## src/rtl/uart_pkg.sv

```systemverilog
// Shared definitions for the SoC UART receiver and transmitter: frame size,
// receiver state encoding and the baud divider helper.
package uart_pkg;

    localparam int UART_DATA_BITS = 8;

    typedef enum logic [2:0] {
        RX_IDLE,
        RX_START,
        RX_DATA,
        RX_STOP,
        RX_WAIT_IDLE
    } uart_rx_state_t;

    function automatic int clks_per_bit(input int clk_freq, input int baud);
        return clk_freq / baud;
    endfunction

endpackage

```

## src/rtl/sync_2ff.sv

```systemverilog
// Two-flop synchroniser for a single asynchronous input; the reset value is a
// parameter so idle-high lines (rx) and idle-low lines (btn, sw) both fit.
module sync_2ff #(
    parameter logic RST_VAL = 1'b1
) (
    input  logic clk,
    input  logic rst_n,
    input  logic d_i,
    output logic q_o
);

    logic meta_q;
    logic sync_q;

    always_ff @(posedge clk or negedge rst_n) begin
        if (!rst_n) begin
            meta_q <= RST_VAL;
            sync_q <= RST_VAL;
        end else begin
            meta_q <= d_i;
            sync_q <= meta_q;
        end
    end

    assign q_o = sync_q;

endmodule

```

## src/rtl/uart_byte_rx.sv

```systemverilog
// 8N1 serial byte receiver: synchronises rx, samples each bit at mid-bit and
// presents the received byte on a valid/ready handshake.
module uart_byte_rx
    import uart_pkg::*;
#(
    parameter int CLK_FREQ = 100000000,
    parameter int BAUD     = 1000000
) (
    input  logic       clk,
    input  logic       rst_n,
    input  logic       rx,
    output logic [7:0] data,
    output logic       data_valid,
    input  logic       data_ready,
    output logic       frame_err,
    output logic       overrun,
    output logic       busy
);

    localparam int CPB = clks_per_bit(CLK_FREQ, BAUD);
    localparam int CW  = $clog2(CPB);

    localparam logic [CW-1:0] HALF_LOAD = CW'(CPB / 2 - 1);
    localparam logic [CW-1:0] FULL_LOAD = CW'(CPB - 1);
    localparam logic [CW-1:0] CNT_ONE   = CW'(1);
    localparam logic [2:0]    LAST_BIT  = 3'(UART_DATA_BITS - 1);

    logic rx_s;

    uart_rx_state_t              state_q;
    logic [CW-1:0]               cnt_q;
    logic [2:0]                  bit_idx_q;
    logic [UART_DATA_BITS-1:0]   shift_q;

    logic [UART_DATA_BITS-1:0]   data_q;
    logic                        data_valid_q;
    logic                        frame_err_q;
    logic                        overrun_q;

    logic cnt_done;
    logic stop_ok;
    logic stop_bad;
    logic accept;

    sync_2ff #(.RST_VAL(1'b1)) u_rx_sync (
        .clk   (clk),
        .rst_n (rst_n),
        .d_i   (rx),
        .q_o   (rx_s)
    );

    assign cnt_done = (cnt_q == '0);
    assign stop_ok  = (state_q == RX_STOP) && cnt_done && rx_s;
    assign stop_bad = (state_q == RX_STOP) && cnt_done && !rx_s;
    // valid/ready: a byte transfers on any cycle where data_valid and
    // data_ready are both 1; data stays stable while data_valid is 1.
    assign accept   = data_valid_q && data_ready;

    // Frame recovery: state, bit-time counter, bit index and shift register.
    always_ff @(posedge clk or negedge rst_n) begin
        if (!rst_n) begin
            state_q   <= RX_IDLE;
            cnt_q     <= '0;
            bit_idx_q <= '0;
            shift_q   <= '0;
        end else begin
            case (state_q)
                RX_IDLE: begin
                    if (!rx_s) begin
                        cnt_q   <= HALF_LOAD;
                        state_q <= RX_START;
                    end
                end
                RX_START: begin
                    if (cnt_done) begin
                        if (!rx_s) begin
                            cnt_q     <= FULL_LOAD;
                            bit_idx_q <= '0;
                            state_q   <= RX_DATA;
                        end else begin
                            state_q <= RX_IDLE;
                        end
                    end else begin
                        cnt_q <= cnt_q - CNT_ONE;
                    end
                end
                RX_DATA: begin
                    if (cnt_done) begin
                        shift_q   <= {rx_s, shift_q[UART_DATA_BITS-1:1]};
                        cnt_q     <= FULL_LOAD;
                        bit_idx_q <= bit_idx_q + 3'd1;
                        if (bit_idx_q == LAST_BIT) begin
                            state_q <= RX_STOP;
                        end
                    end else begin
                        cnt_q <= cnt_q - CNT_ONE;
                    end
                end
                RX_STOP: begin
                    // Leaving at mid-stop-bit lets a directly following start edge be caught.
                    if (cnt_done) begin
                        state_q <= rx_s ? RX_IDLE : RX_WAIT_IDLE;
                    end else begin
                        cnt_q <= cnt_q - CNT_ONE;
                    end
                end
                RX_WAIT_IDLE: begin
                    if (rx_s) begin
                        state_q <= RX_IDLE;
                    end
                end
                default: state_q <= RX_IDLE;
            endcase
        end
    end

    // Output byte register, handshake and status pulses.
    always_ff @(posedge clk or negedge rst_n) begin
        if (!rst_n) begin
            data_q       <= '0;
            data_valid_q <= 1'b0;
            frame_err_q  <= 1'b0;
            overrun_q    <= 1'b0;
        end else begin
            frame_err_q <= stop_bad;
            overrun_q   <= 1'b0;
            if (stop_ok && (!data_valid_q || accept)) begin
                data_q       <= shift_q;
                data_valid_q <= 1'b1;
            end else if (stop_ok) begin
                overrun_q <= 1'b1;
            end else if (accept) begin
                data_valid_q <= 1'b0;
            end
        end
    end

    assign data       = data_q;
    assign data_valid = data_valid_q;
    assign frame_err  = frame_err_q;
    assign overrun    = overrun_q;
    assign busy       = (state_q != RX_IDLE);

endmodule

```

## config.mk

```make
export PLATFORM = sky130hd
export DESIGN_NAME = uart_byte_rx
export DESIGN_NICKNAME = d
export VERILOG_FILES = /design/src/rtl/uart_pkg.sv /design/src/rtl/sync_2ff.sv /design/src/rtl/uart_byte_rx.sv
export SDC_FILE = /design/constraint.sdc
export NUM_CORES = 1
export LEC_CHECK = 0
export CAP_MARGIN = 0
export CORE_ASPECT_RATIO = 0.8
export CORE_MARGIN = 1
export CORE_UTILIZATION = 50
export CTS_CLUSTER_DIAMETER = 30
export DETAILED_ROUTE_END_ITERATION = 8
export PLACE_DENSITY = 0.81
export SYNTH_ARGS = -nofsm -noshare
export SYNTH_HDL_FRONTEND = slang
export SYNTH_SLANG_ARGS = --single-unit
export TNS_END_PERCENT = 5
```

## constraint.sdc

```tcl
create_clock -name clk -period 2.1 [get_ports clk]
set_input_delay 0.42 -clock clk [delete_from_list [all_inputs] [get_ports clk]]
set_output_delay 0.42 -clock clk [all_outputs]
set_load 0.05 [all_outputs]
```

==> results.cfg, run 1 <==
[run_status]
outcome = completed

[sta]
worst_pin_slew_ns = 0.501
relSlewSlack_pct = 66.5
clock.fmax_ghz = 0.508
min_period_ns = 1.97
tns_ns = 0
timing.final.setup_violations = 0
skew_ns = 0.00729
final_min_period_over_clock_period_pct = 93.6
rsz0062_at_grt = no
maxSlewViolCount = 0
number_of_hold_violations_in_the_final_report = 0

[critical_path]
cp_slowest_cell = or4_4
endpoint_kind = register
worst_path_dominant_cell_family = simple AND/OR/NAND/NOR gates
timing.critical_path.cells = or4_4 > nor2_1 > and4_2 > mux2_2
arrival_time_reported_for_the_critical_path_endpoint_ns = 2.14
worst-path-max-fanout = 8
crit_required_ns = 2.27
critical_path_startpoint_category = register
cp.buffers_inverters = 0
crit_path_max_incr_delay_ns = 0.59
crit_path_category = reg2reg
rrSetupSlack_ns = 0.13

[placement]
number_of_i_o_port_buffers = 15
place.detailed.hpwl_um = 2320
gp_routability_congestion = 0.792
dp.cells = 195

[clock_tree]
clk_transition_reported_paths_ns = 0.07
htree_num_levels = 2
cts.repair_timing.setup_buffer_count = 0
cts_root_buf = clkbuf_8
cts_made_buffers = 5
postCtsHoldBufs = 0
clk-insertion-delay-late_ns = 0.29
clock-sinks = 34
cts_max_path_buffers = 2
tritoncts = yes
postCtsResizedCells = 0

[finish]
num-fill-cells = 228
finish.net_count = 170
final_common_cell = dfrtp_1
multi_input_comb_area_um2 = 731
post_route_cells_drive_above_1_share_pct = 24.5
area_of_all_sequential_standard_cells_um2 = 853
final-instance-count-excl-fill = 203
syn_to_final_growth_pct = 21.1
antenna-diode-count = 0
layout.cells.most_common_list = 32 x dfrtp_1, 14 x clkdlybuf4s50_1, 10 x nor2_1, 9 x mux2_2

[routing]
routed_wirelength_um = 3330
wl_per_cell_um = 16.4
dr_total_vias = 1199
drt_drc_violations_left = 0
first_iter_violations = 51
post_route_ant_nets = 0
drt_first_pass_iters = 4
detail_route.vias_per_cell = 5.91

[yosys]
synth.cell_area_um2 = 1660
postSynthAreaPerCell_um2 = 11.8
synth.ff_latch_count = 34
syn-instance-count = 141
postSynthNetCount = 149
synth_sequential_area_ratio_pct = 51.5
yosys.cell_types.count = 42
synth.yosys.warnings = 0

[global_routing]
antenna_found_initial = 0
grt_max_degree = 35
via_count_of_the_first_global_routing_pass = 1158
grt_usage_pct = 21.9
grt_pass1_wl_um = 5560
gr-total-overflow = 0

[power]
power_per_cell_area_nw_per_um2 = 702
static-leakage-power_nw = 0.942
max-vdd-ir-drop_uv = 411

[die]
io_pins = 16
die-height_um = 53.5
dieArea_um2 = 3550
fp-row-count = 18
start_util_pct = 53.0
core-area_um2 = 3130
die_width_um = 66.4

[hold_path]
worstHoldPathType = reg2reg

[job]
max_cap_violations = 0
[worst register-to-register path, stage by stage, from the launching register on]
cell	delay, ns
dfrtp_1	0.39
or4_4	0.59
nor2_1	0.14
and4_2	0.37
mux2_2	0.37
[power by group]
part           total (mW)  internal (mW)  switching, mW
registers           0.660          0.658        0.00245
clock network       0.726          0.476          0.251
logic              0.0226        0.00765         0.0150
[synthesized netlist by cell type]
cell type | instances | area share [%]
o21ai_1 | 1 | 0.30
buf_4 | 1 | 0.45
nor2_1 | 10 | 2.3
or4_4 | 1 | 0.68
dfstp_2 | 2 | 3.2
nand3_1 | 3 | 0.91
a221oi_1 | 1 | 0.53
a41o_1 | 1 | 0.60
o21bai_1 | 1 | 0.45
clkbuf_1 | 4 | 0.91
mux2_2 | 9 | 6.1
o22ai_1 | 1 | 0.38
mux2_4 | 8 | 7.2
and2_1 | 1 | 0.38
nand2_1 | 4 | 0.91
and3b_1 | 1 | 0.53
mux2i_1 | 1 | 0.60
a211oi_1 | 3 | 1.4
o22a_1 | 1 | 0.53
a211o_1 | 2 | 1.1
nand4_1 | 2 | 0.75
o21ai_0 | 3 | 0.91
inv_1 | 8 | 1.8
a21o_2 | 1 | 0.53
nand2b_1 | 2 | 0.75
and3_1 | 2 | 0.75
a21oi_1 | 6 | 1.8
nor4_2 | 2 | 1.5
o31ai_1 | 1 | 0.45
buf_6 | 2 | 1.4
a31oi_1 | 3 | 1.1
nor3b_1 | 1 | 0.45
nor3_1 | 4 | 1.2
and4_1 | 1 | 0.53
o211ai_1 | 1 | 0.45
nor3_4 | 1 | 0.98
ha_1 | 4 | 3.0
or3_1 | 3 | 1.1
dfrtp_1 | 32 | 48
nor2b_1 | 2 | 0.75
a311oi_1 | 3 | 1.6
a21o_1 | 1 | 0.45
[sequential cells by signal (all words and copies together), names as in the netlist]
| signal | cells |
|---|---|
| bit_idx_q | 3 |
| cnt_q | 7 |
| data | 8 |
| data_valid | 1 |
| frame_err | 1 |
| overrun | 1 |
| shift_q | 8 |
| state_q | 3 |
| u_rx_sync.meta_q | 1 |
| u_rx_sync.q_o | 1 |
[per-layer routing]
layer / vias to the layer above / global-route usage [%] / part of all wire (%) / routed length, µm
met5: - / 0 / 0 / 0
met1: 595 / 27.6 / 45 / 1510
met3: 5 / 5.17 / 4.5 / 149
met4: 0 / 8.87 / 0.81 / 27
li1: 563 / - / - / -
met2: 36 / 36.6 / 49 / 1640
[stage by stage]
step           util [%]  cell area, µm²  total power [mW]  setup WS (ns)  hold slack [ns]
5_1_grt            64.1            2010              1.46         0.0497            0.366
6_report           64.1            2010              1.41          0.133            0.360
4_1_cts            64.1            2010              1.42         0.0625            0.360
2_1_floorplan         -            1660             0.676          0.155            0.124
3_3_place_gp       59.7            1870             0.696          0.116            0.347
3_5_place_dp       59.7            1870             0.697         0.0721            0.349
[final timing paths]
path                                     to             start  depth (start not counted)
max reg2reg                         data[1]          cnt_q[2]                          4
max                                 data[1]          cnt_q[2]                          4
min reg2reg                   u_rx_sync.q_o  u_rx_sync.meta_q                          0
max in group asynchronous  u_rx_sync.meta_q             rst_n                          2
min in group asynchronous        shift_q[1]             rst_n                          2
min                           u_rx_sync.q_o  u_rx_sync.meta_q                          0
[cell families (layout without fill, tap and decap cells)]
kind of cell | Yosys count | in the layout | share of synthesized area, %
flops | 34 | 34 | 51.5
mux | 18 | 18 | 14.0
buf+inv | 15 | 37 | 4.53
simple gates | 40 | 40 | 14.5
compound gates | 30 | 30 | 12.5
fa+ha+maj | 4 | 4 | 3.02
[final cells by class]
type | instances | share of cell area [%]
Clock inverter | 3 | 3.43
Inverter | 8 | 1.50
Timing Repair Buffer | 21 | 10.2
Sequential cell | 34 | 42.5
Tap cell | 40 | 2.49
Clock buffer | 5 | 3.43
Multi-Input combinational cell | 92 | 36.4
No activity file was read; power rests on OpenSTA's default activity.
==> run 2: changes to the inputs <==
--- a/config.mk
+++ b/config.mk
@@ -5,6 +5,7 @@
 export SDC_FILE = /design/constraint.sdc
 export NUM_CORES = 1
 export LEC_CHECK = 0
+export ABC_CLOCK_PERIOD_IN_PS = 2100
 export CAP_MARGIN = 0
 export CORE_ASPECT_RATIO = 0.8
 export CORE_MARGIN = 1
@@ -14,5 +15,6 @@
 export PLACE_DENSITY = 0.81
 export SYNTH_ARGS = -nofsm -noshare
 export SYNTH_HDL_FRONTEND = slang
+export SYNTH_HIERARCHICAL = 1
 export SYNTH_SLANG_ARGS = --single-unit
 export TNS_END_PERCENT = 5
==> run 2 against run 1 <==
First-iteration DRC count increased by 37%. Combinational power about the same. Power decreased by 16%. Synthesized cell count increased by 2.1%. Flip-flop and latch count unchanged. Global-route usage decreased by 0.85 points. Worst hold slack improved by 0.0031 ns. Clock skew decreased by 0.00067 ns. Largest cell class unchanged. Largest power group is now sequential cells.
==> results.cfg, run 2 <==
[critical_path]
crit_path_category = reg2reg
critical_path.reg2reg.startpoint = cnt_q[1]
endpoint_kind = register
worst-path-max-fanout = 5
arrival_time_reported_for_the_critical_path_endpoint_ns = 2.19
crit_required_ns = 2.27
critical_path_startpoint_category = register
startpoint = cnt_q[1]

[die]
fp-row-count = 18
core-area_um2 = 3150
start_util_pct = 53.9
dieArea_um2 = 3640
die_width_um = 67.2
io_pins = 16
die-height_um = 54.1

[global_routing]
grt_max_degree = 35
gr-total-overflow = 0
grt_usage_pct = 21.0
via_count_of_the_first_global_routing_pass = 1056
grt_pass1_wl_um = 5370
antenna_found_initial = 0

[yosys]
synth_edf_count = 0
postSynthNetCount = 152
async_reset_ff_share_pct = 100
synth.cell_area_um2 = 1700
ys_top_cells_by_count = 32 x dfrtp_1, 11 x nor2_1, 10 x a21oi_1, 9 x mux2_2
synth_simple_gate_area_share_pct = 14.8
synth_top_family_by_area = compound AO/OA/AOI/OAI gates
synth_adder_area_share_pct = 2.95
synth.ff_latch_count = 34
fraction_of_synthesized_area_in_multiplexers_pct = 13.0
synth_compound_area_share_pct = 14.9
postSynthAreaPerCell_um2 = 11.8
synth_sequential_area_ratio_pct = 50.2
synth.top_cells.by_area = dfrtp_1 47%, mux2_4 7.1%, mux2_2 6.0%
synth.yosys.warnings = 6
post-synth-top-count-cell = dfrtp_1
yosysTopAreaCell = dfrtp_1
synth.top_cell.area_share_pct = 47.1
yosys.cell_types.count = 44
syn-instance-count = 144
primary_flip_flop_cell_chosen_by_synthesis_mapping = dfrtp_1
post_synth_xor_area_fraction_pct = 0

[hold_path]
worstHoldPathType = reg2reg
start_point_of_the_worst_hold_path = u_rx_sync/meta_q

[clock_tree]
clk-insertion-delay-late_ns = 0.29
cts_root_buf = clkbuf_8
cts_made_buffers = 5
postCtsHoldBufs = 0
htree_num_levels = 2
cts.repair_timing.setup_buffer_count = 0
cts_max_path_buffers = 2
clock-sinks = 34
clk_transition_reported_paths_ns = 0.07
tritoncts = yes

[routing]
dr_total_vias = 1188
routed_wirelength_um = 3300
drt_first_pass_iters = 4
drt_drc_violations_left = 0
wl_per_cell_um = 16.2
detail_route.vias_per_cell = 5.82
post_route_ant_nets = 0
first_iter_violations = 70

[power]
post-layout-total-power_mw = 1.18
static-leakage-power_nw = 0.909
power_per_cell_area_nw_per_um2 = 592
max-vdd-ir-drop_uv = 490

[sta]
skew_ns = 0.00662
worst_pin_slew_ns = 0.531
tns_ns = 0
rsz0062_at_grt = yes
number_of_hold_violations_in_the_final_report = 0
maxSlewViolCount = 0
hold-worst-slack_ns = 0.363
final_min_period_over_clock_period_pct = 96.0
min_period_ns = 2.02
relSlewSlack_pct = 64.4
timing.final.setup_violations = 0
clock.fmax_ghz = 0.496

[finish]
post-route-cell-area_um2 = 1990
syn_to_final_growth_pct = 17.2
final_common_cell = dfrtp_1
multi_input_comb_area_um2 = 805
post_route_cells_drive_above_1_share_pct = 25.6
num-fill-cells = 247
antenna-diode-count = 0
final-instance-count-excl-fill = 204
layout.cells.most_common_list = 32 x dfrtp_1, 14 x clkdlybuf4s50_1, 11 x nor2_1, 10 x a21oi_1, 9 x mux2_2
finish.net_count = 171
area_of_all_sequential_standard_cells_um2 = 853

[placement]
dp.cells = 195
place.detailed.hpwl_um = 2240
gp_routability_congestion = 0.909
number_of_i_o_port_buffers = 15
total_placed_instance_area_um2 = 1870

[run_status]
outcome = completed

[job]
max_cap_violations = 0
## run 2: changes by cell type after synthesis, sizes merged, moves of 2 or more
cell and change:
nor2 +2, nor3 -2, a31oi +2, a21oi +4
## run 2: worst paths after layout
check,endpoint,slack [ns],cells after the start
max,shift_q[1],0.08,6
min,u_rx_sync/q_o,0.36,0
max reg2reg,shift_q[1],0.08,6
min reg2reg,u_rx_sync/q_o,0.36,0
max in group asynchronous,u_rx_sync/q_o,1.22,2
min in group asynchronous,cnt_q[1],0.53,2
## run 2: per-stage QoR
| step | setup slack (ns) | util (%) |
|---|---|---|
| 3_3_place_gp | 0.119 | 59.4 |
| 4_1_cts | 0.0230 | 62.3 |
| 6_report | 0.0845 | 63.2 |
| 5_1_grt | 0.0118 | 63.2 |
| 2_1_floorplan | 0.163 | - |
| 3_5_place_dp | 0.0444 | 59.4 |
## run 2: area by class of cell
class	instances	share of cell area [%]
clock buffers	7	4.33
well taps	40	2.51
multi-input cells	97	40.4
inverters	8	1.51
repair buffers	17	8.17
clock inverters	1	0.251
flip-flops and latches	34	42.8
## run 2: logic make-up (layout without fill, tap and decap cells)
group / Yosys count / in the layout
buffers and inverters: 14 / 33
AND/OR/NAND/NOR: 38 / 39
flip-flops: 34 / 34
AO/OA/AOI/OAI: 37 / 37
adder cells (fa/ha/maj): 4 / 4
multiplexers: 17 / 17
## run 2: what timing repair did
action / in CTS / in global routing
resized for setup: 0 / 5
endpoints found under the setup margin: 0 / 16
hold endpoints to repair: 0 / 0
## run 2: report_power, final
| group | leakage, nW | switching, mW | internal, mW | total (mW) |
|---|---|---|---|---|
| clock network | 0.0482 | 0.231 | 0.264 | 0.495 |
| registers | 0.458 | 0.00318 | 0.658 | 0.662 |
| logic | 0.402 | 0.0151 | 0.00771 | 0.0228 |
## run 2: metal layers
metal	track usage, %	wire, µm
met5	0	0
met4	9.93	49
met3	5.93	169
met2	30.3	1520
met1	29.1	1560
## run 2: critical path: stages (launching register included)
cell and delay (ns):
dfrtp_1 0.41, inv_2 0.10, ha_4 0.13, or3b_4 0.43, nor3_4 0.20, and3_2 0.32, mux2_4 0.31
